$ cat config.mk
export PLATFORM = sky130hd
export DESIGN_NAME = quad_emul
export DESIGN_NICKNAME = d
export VERILOG_FILES = /design/src/rtl/quad_pkg.sv /design/src/rtl/quad_phase_step.sv /design/src/rtl/quad_emul.sv
export SDC_FILE = /design/constraint.sdc
export NUM_CORES = 1
export LEC_CHECK = 0
export CAP_MARGIN = 15
export CORE_UTILIZATION = 42
export DETAILED_ROUTE_END_ITERATION = 8
export PLACE_DENSITY_LB_ADDON = 0.2
export SLEW_MARGIN = 25
export SYNTH_ARGS = -nofsm -noshare
export SYNTH_HDL_FRONTEND = slang
export SYNTH_SLANG_ARGS = --single-unit
$ cat constraint.sdc
create_clock -name clk -period 4.7 [get_ports clk]
set_clock_uncertainty 0.15 [all_clocks]
set_input_delay 0.94 -clock clk [delete_from_list [all_inputs] [get_ports clk]]
set_output_delay 0.94 -clock clk [all_outputs]
set_load 0.01 [all_outputs]
$ cat src/rtl/quad_pkg.sv
// Shared types and constants for the quadrature encoder emulator:
// FSM state encoding, Gray phase constants and the phase/period helpers.
package quad_pkg;

    typedef enum logic {
        IDLE = 1'b0,
        RUN  = 1'b1
    } state_t;

    localparam logic [1:0] PH0 = 2'b00;
    localparam logic [1:0] PH1 = 2'b01;
    localparam logic [1:0] PH2 = 2'b11;
    localparam logic [1:0] PH3 = 2'b10;

    // Must stay above the downstream decoder's 1000-clock stability filter.
    localparam int MIN_PERIOD_DEFAULT = 1002;

    // Forward walks PH0->PH1->PH2->PH3->PH0; reverse walks the same ring backwards.
    function automatic logic [1:0] phase_next(input logic [1:0] ph, input logic dir);
        logic [1:0] nxt;
        nxt = ph;
        if (dir) begin
            case (ph)
                PH0:     nxt = PH1;
                PH1:     nxt = PH2;
                PH2:     nxt = PH3;
                default: nxt = PH0;
            endcase
        end else begin
            case (ph)
                PH0:     nxt = PH3;
                PH3:     nxt = PH2;
                PH2:     nxt = PH1;
                default: nxt = PH0;
            endcase
        end
        return nxt;
    endfunction

    function automatic logic [15:0] eff_period(input logic [15:0] period,
                                               input logic [15:0] min_period);
        return (period < min_period) ? min_period : period;
    endfunction

endpackage

$ cat src/rtl/quad_phase_step.sv
// Two-bit Gray stepper: moves one position along the quadrature ring
// whenever i_advance is high, in the direction given by i_dir.
module quad_phase_step
    import quad_pkg::*;
(
    input  logic       clk,
    input  logic       rst,
    input  logic       i_advance,
    input  logic       i_dir,
    output logic [1:0] o_phase
);

    logic [1:0] r_phase;
    logic [1:0] w_phase_next;

    assign w_phase_next = phase_next(r_phase, i_dir);

    always_ff @(posedge clk) begin
        if (rst) begin
            r_phase <= PH0;
        end else if (i_advance) begin
            r_phase <= w_phase_next;
        end
    end

    assign o_phase = r_phase;

endmodule

$ cat src/rtl/quad_emul.sv
// Quadrature encoder emulator: turns step commands into A/B Gray-coded
// edges with a clamped minimum spacing, tracking a signed position count.
module quad_emul
    import quad_pkg::*;
#(
    parameter int MIN_PERIOD = MIN_PERIOD_DEFAULT,
    parameter int POS_W      = 32
) (
    input  logic             clk,
    input  logic             rst,
    input  logic             i_cmd_valid,
    output logic             o_cmd_ready,
    input  logic             i_cmd_dir,
    input  logic [15:0]      i_cmd_steps,
    input  logic [15:0]      i_cmd_period,
    input  logic             i_abort,
    output logic             o_ch_a,
    output logic             o_ch_b,
    output logic             o_step,
    output logic             o_done,
    output logic             o_busy,
    output logic [POS_W-1:0] o_pos_counter
);

    localparam logic [15:0] MIN_P = 16'(MIN_PERIOD);

    state_t           r_state;
    logic             r_dir;
    logic [15:0]      r_steps;
    logic [15:0]      r_period;
    logic [15:0]      r_cnt;
    logic [POS_W-1:0] r_pos;
    logic             r_step;
    logic             r_done;

    logic [15:0]      w_eff_period;
    logic             w_fire;
    logic [1:0]       w_phase;

    assign w_eff_period = eff_period(i_cmd_period, MIN_P);

    // Abort wins over a step falling due on the same edge, so it gates the edge here.
    assign w_fire = (r_state == RUN) && !i_abort && (r_steps != 16'd0) && (r_cnt == 16'd0);

    quad_phase_step u_phase (
        .clk       (clk),
        .rst       (rst),
        .i_advance (w_fire),
        .i_dir     (r_dir),
        .o_phase   (w_phase)
    );

    always_ff @(posedge clk) begin
        if (rst) begin
            r_state  <= IDLE;
            r_dir    <= 1'b0;
            r_steps  <= 16'd0;
            r_period <= 16'd0;
            r_cnt    <= 16'd0;
            r_pos    <= '0;
            r_step   <= 1'b0;
            r_done   <= 1'b0;
        end else begin
            r_step <= 1'b0;
            r_done <= 1'b0;
            case (r_state)
                IDLE: begin
                    if (i_cmd_valid) begin
                        r_dir    <= i_cmd_dir;
                        r_steps  <= i_cmd_steps;
                        r_period <= w_eff_period;
                        r_cnt    <= w_eff_period - 16'd1;
                        r_state  <= RUN;
                    end
                end
                RUN: begin
                    if (i_abort) begin
                        r_state <= IDLE;
                        r_done  <= 1'b1;
                    end else if (r_steps == 16'd0) begin
                        // Zero-step command: one RUN cycle, no edge.
                        r_state <= IDLE;
                        r_done  <= 1'b1;
                    end else if (r_cnt == 16'd0) begin
                        r_cnt   <= r_period - 16'd1;
                        r_steps <= r_steps - 16'd1;
                        r_pos   <= r_dir ? (r_pos + POS_W'(1)) : (r_pos - POS_W'(1));
                        r_step  <= 1'b1;
                        if (r_steps == 16'd1) begin
                            r_state <= IDLE;
                            r_done  <= 1'b1;
                        end
                    end else begin
                        r_cnt <= r_cnt - 16'd1;
                    end
                end
                default: r_state <= IDLE;
            endcase
        end
    end

    assign o_cmd_ready   = (r_state == IDLE);
    assign o_busy        = (r_state == RUN);
    assign o_ch_a        = w_phase[1];
    assign o_ch_b        = w_phase[0];
    assign o_step        = r_step;
    assign o_done        = r_done;
    assign o_pos_counter = r_pos;

endmodule

==> out/results.tsv <==
metric	value	unit
status	complete, no violations	
start_util	43.3	%
vias	5759	
place.gp.congestion	0.879	
track_usage	22.0	%
ys_warn_count	0	
crit_type	flip-flop to flip-flop	
path_buf_inv	1	
synth-edff-count	0	
syn_avg_cell_area	7.50	µm²
fin_nets	889	
min_period	3.82	ns
ios	75	
cpLargestDelayFamily	compound AO/OA/AOI/OAI gates	
mappedNetlistNets	838	
dr.pass1.iters	5	
grt_max_degree	80	
dieArea	14200	µm²
grt_pass1_wl	25400	µm
via_per_inst	5.77	
dp_cells	983	
cap_violations	0	
path_cells	inv_1 > ha_1 > o21ai_0 > o21ai_0 > a2111oi_0 > or3_1 > a21oi_1 > a41oi_1 > or4_1 > nand3_1	
cts_buffers	9	
area_growth	19.7	%
busiest_layer	met2	
finalMaxSlewViolations	0	
n_antenna_cell	0	
worst_pin_slew	0.925	ns
timing.fmax	0.262	GHz
grt_util_met2	35.2	%
ys_async_sr_fraction	0	%
timing.rr.end	o_pos_counter[30]	
nFillCells	1289	
placed_cell_area	6590	µm²
wirelength	15400	µm
cts.repair.resized	0	
critical_path_arrival	3.96	ns
clk_pin_slew	0.06	ns
critPathMostFrequentCell	o21ai_0	
die_h	119	µm
powerDensity	291	nW/µm²
route.detailed.drc	0	
core_area	13300	µm²
timing.rr.start	r_dir	
cts_sinks	86	
cts_hold_buf	0	
ir_drop	0.145	mV
min_path_cells	2	
rsz0062_at_grt	false	
dp_hpwl	10700	µm
report.final.setup_viol	0	
cpMaxStageDelayCell	ha_1	
slew_headroom	38.4	%
cts-root-buf	clkbuf_16	
p_leak	2.60	nW
antenna_found_initial	0	
drtAntennaViolNets	0	
htree_levels	3	
min_period_over_period	81.3	%
cts_tree	built	
layout-drive-gt1-share	5.84	%
post-cts-setup-buffers	0	
grt_pass1_vias	5368	
drt_iter0_drc	420	
port_buffers	74	
end_kind	flip-flop	
postSynthCellCount	767	
syn_area	5760	µm²
hold_class	flip-flop to flip-flop	
clock_path_buffers	2	
fin_area	6890	µm²
wire_per_inst	15.4	µm
fin_setup_tns	0	ns
die_x	119	µm
rrSetupSlack	0.88	ns
grt_use_met1	29.1	%
reg2regPathDepth	10	
holdPathEnd	r_period[10]	
met3_usage	4.55	%
finalHoldViolations	0	
crit_fanout	23	
hold_start	r_period[10]	
insertion_delay	0.35	ns
ys_seq_elements	86	
grt_remaining_overflow	0	
dominantRegCellSynth	dfxtp_1	
start_kind	flip-flop	
ys_types	62	
required	4.84	ns
final_cells	998	
max_stage_delay	0.52	ns
finalPower	2.00	mW
rows	42	
ys_seq_area_share	29.9	%
==> cell usage after synthesis, drive strengths merged (5+ instances only) <==
cell    count  area [µm²]
nand4      11        68.8
buf         8        58.8
o21ai      53         265
nor2       80         300
nor4       11        83.8
or2         5        31.3
o22ai       8        50.1
a211oi     40         340
o21bai      6        45.0
a22oi       5        47.5
xor2        7        61.3
dfxtp      86        1720
nor3       29         145
or3         7        43.8
nand3      22         110
xnor2      27         236
nand2     110         413
ha         33         413
clkbuf     35         133
inv        13        48.8
or4         6        48.8
a21o       13        97.6
a21oi      84         420
==> cell type report <==
class                   instances  area (µm²)  area share, %
multi-input cells             625        3790           55.1
flip-flops and latches         86        1720           25.0
repair buffers                 83         803           11.7
clock buffers                  10         239           3.47
well taps                     176         220           3.20
clock inverters                 5        60.1          0.872
inverters                      13        48.8          0.708
==> routing by layer <==
metal,part of all wire (%),wire length (µm),vias to the layer above
met5,0,0,-
met4,1.7,254,0
met3,4.8,732,19
met2,45,6880,151
met1,49,7500,2674
li1,-,-,2915
==> worst min-delay path: stages (launching register included) <==
cell	delay, ns
dfxtp_1	0.31
nand2_1	0.05
a21oi_1	0.05
==> cells by family after synthesis <==
family                     share of synthesized area (%)
and+or+nand+nor                                     24.6
AOI/OAI and AO/OA                                   28.0
DFF                                                 29.9
buffers and inverters                               4.17
xor gates and xnor gates                            5.17
adders and majority gates                           7.52
muxes                                              0.696
==> sequential cells by signal (all words and copies together), names as in the netlist, 2 cells and up <==
name,flops
o_pos_counter,32
r_cnt,16
r_period,16
r_steps,16
u_phase.o_phase,2
==> where the power goes <==
part	internal, mW	total, mW	switching, mW
registers	0.774	0.813	0.0389
clock network	0.424	0.728	0.304
logic	0.187	0.464	0.276
total	1.39	2.00	0.619
==> metrics by stage <==
stage	worst slack [ns]	util, %	hold WS (ns)
final	0.877	51.8	0.307
after global routing	0.473	51.8	0.342
after CTS	0.892	51.8	0.310
after detailed placement	0.744	49.6	0.301
after global placement	0.849	49.6	0.296
after floorplan	1.43	-	0.287
==> cells in the final DEF (no fill, tap or decap), types with 9 or more instances in the layout <==
master,netlist,routed
ha_1,33,33
nand4_1,11,11
inv_1,12,12
a211oi_1,32,32
clkbuf_16,0,9
o21ai_0,53,53
clkdlybuf4s50_1,0,73
nor4_1,10,10
nor2_1,80,80
a21oi_1,84,84
nand2_1,110,110
dfxtp_1,86,85
a21o_1,13,13
nand3_1,22,22
buf_4,0,9
nor3_1,29,29
xnor2_1,27,27
==> worst max path at each step <==
stage | end | depth (start not counted) | slack (ns) | from
global route | o_pos_counter[28] | 10 | 0.47 | r_dir
CTS | o_pos_counter[30] | 10 | 0.89 | r_dir
global placement | r_cnt[11] | 9 | 0.85 | i_cmd_period[12]
floorplan | o_pos_counter[28] | 10 | 1.43 | r_dir
finish | o_pos_counter[30] | 10 | 0.88 | r_dir
detailed placement | r_cnt[13] | 8 | 0.74 | i_cmd_period[2]
Note: power is estimated with default switching activity, not from simulation.
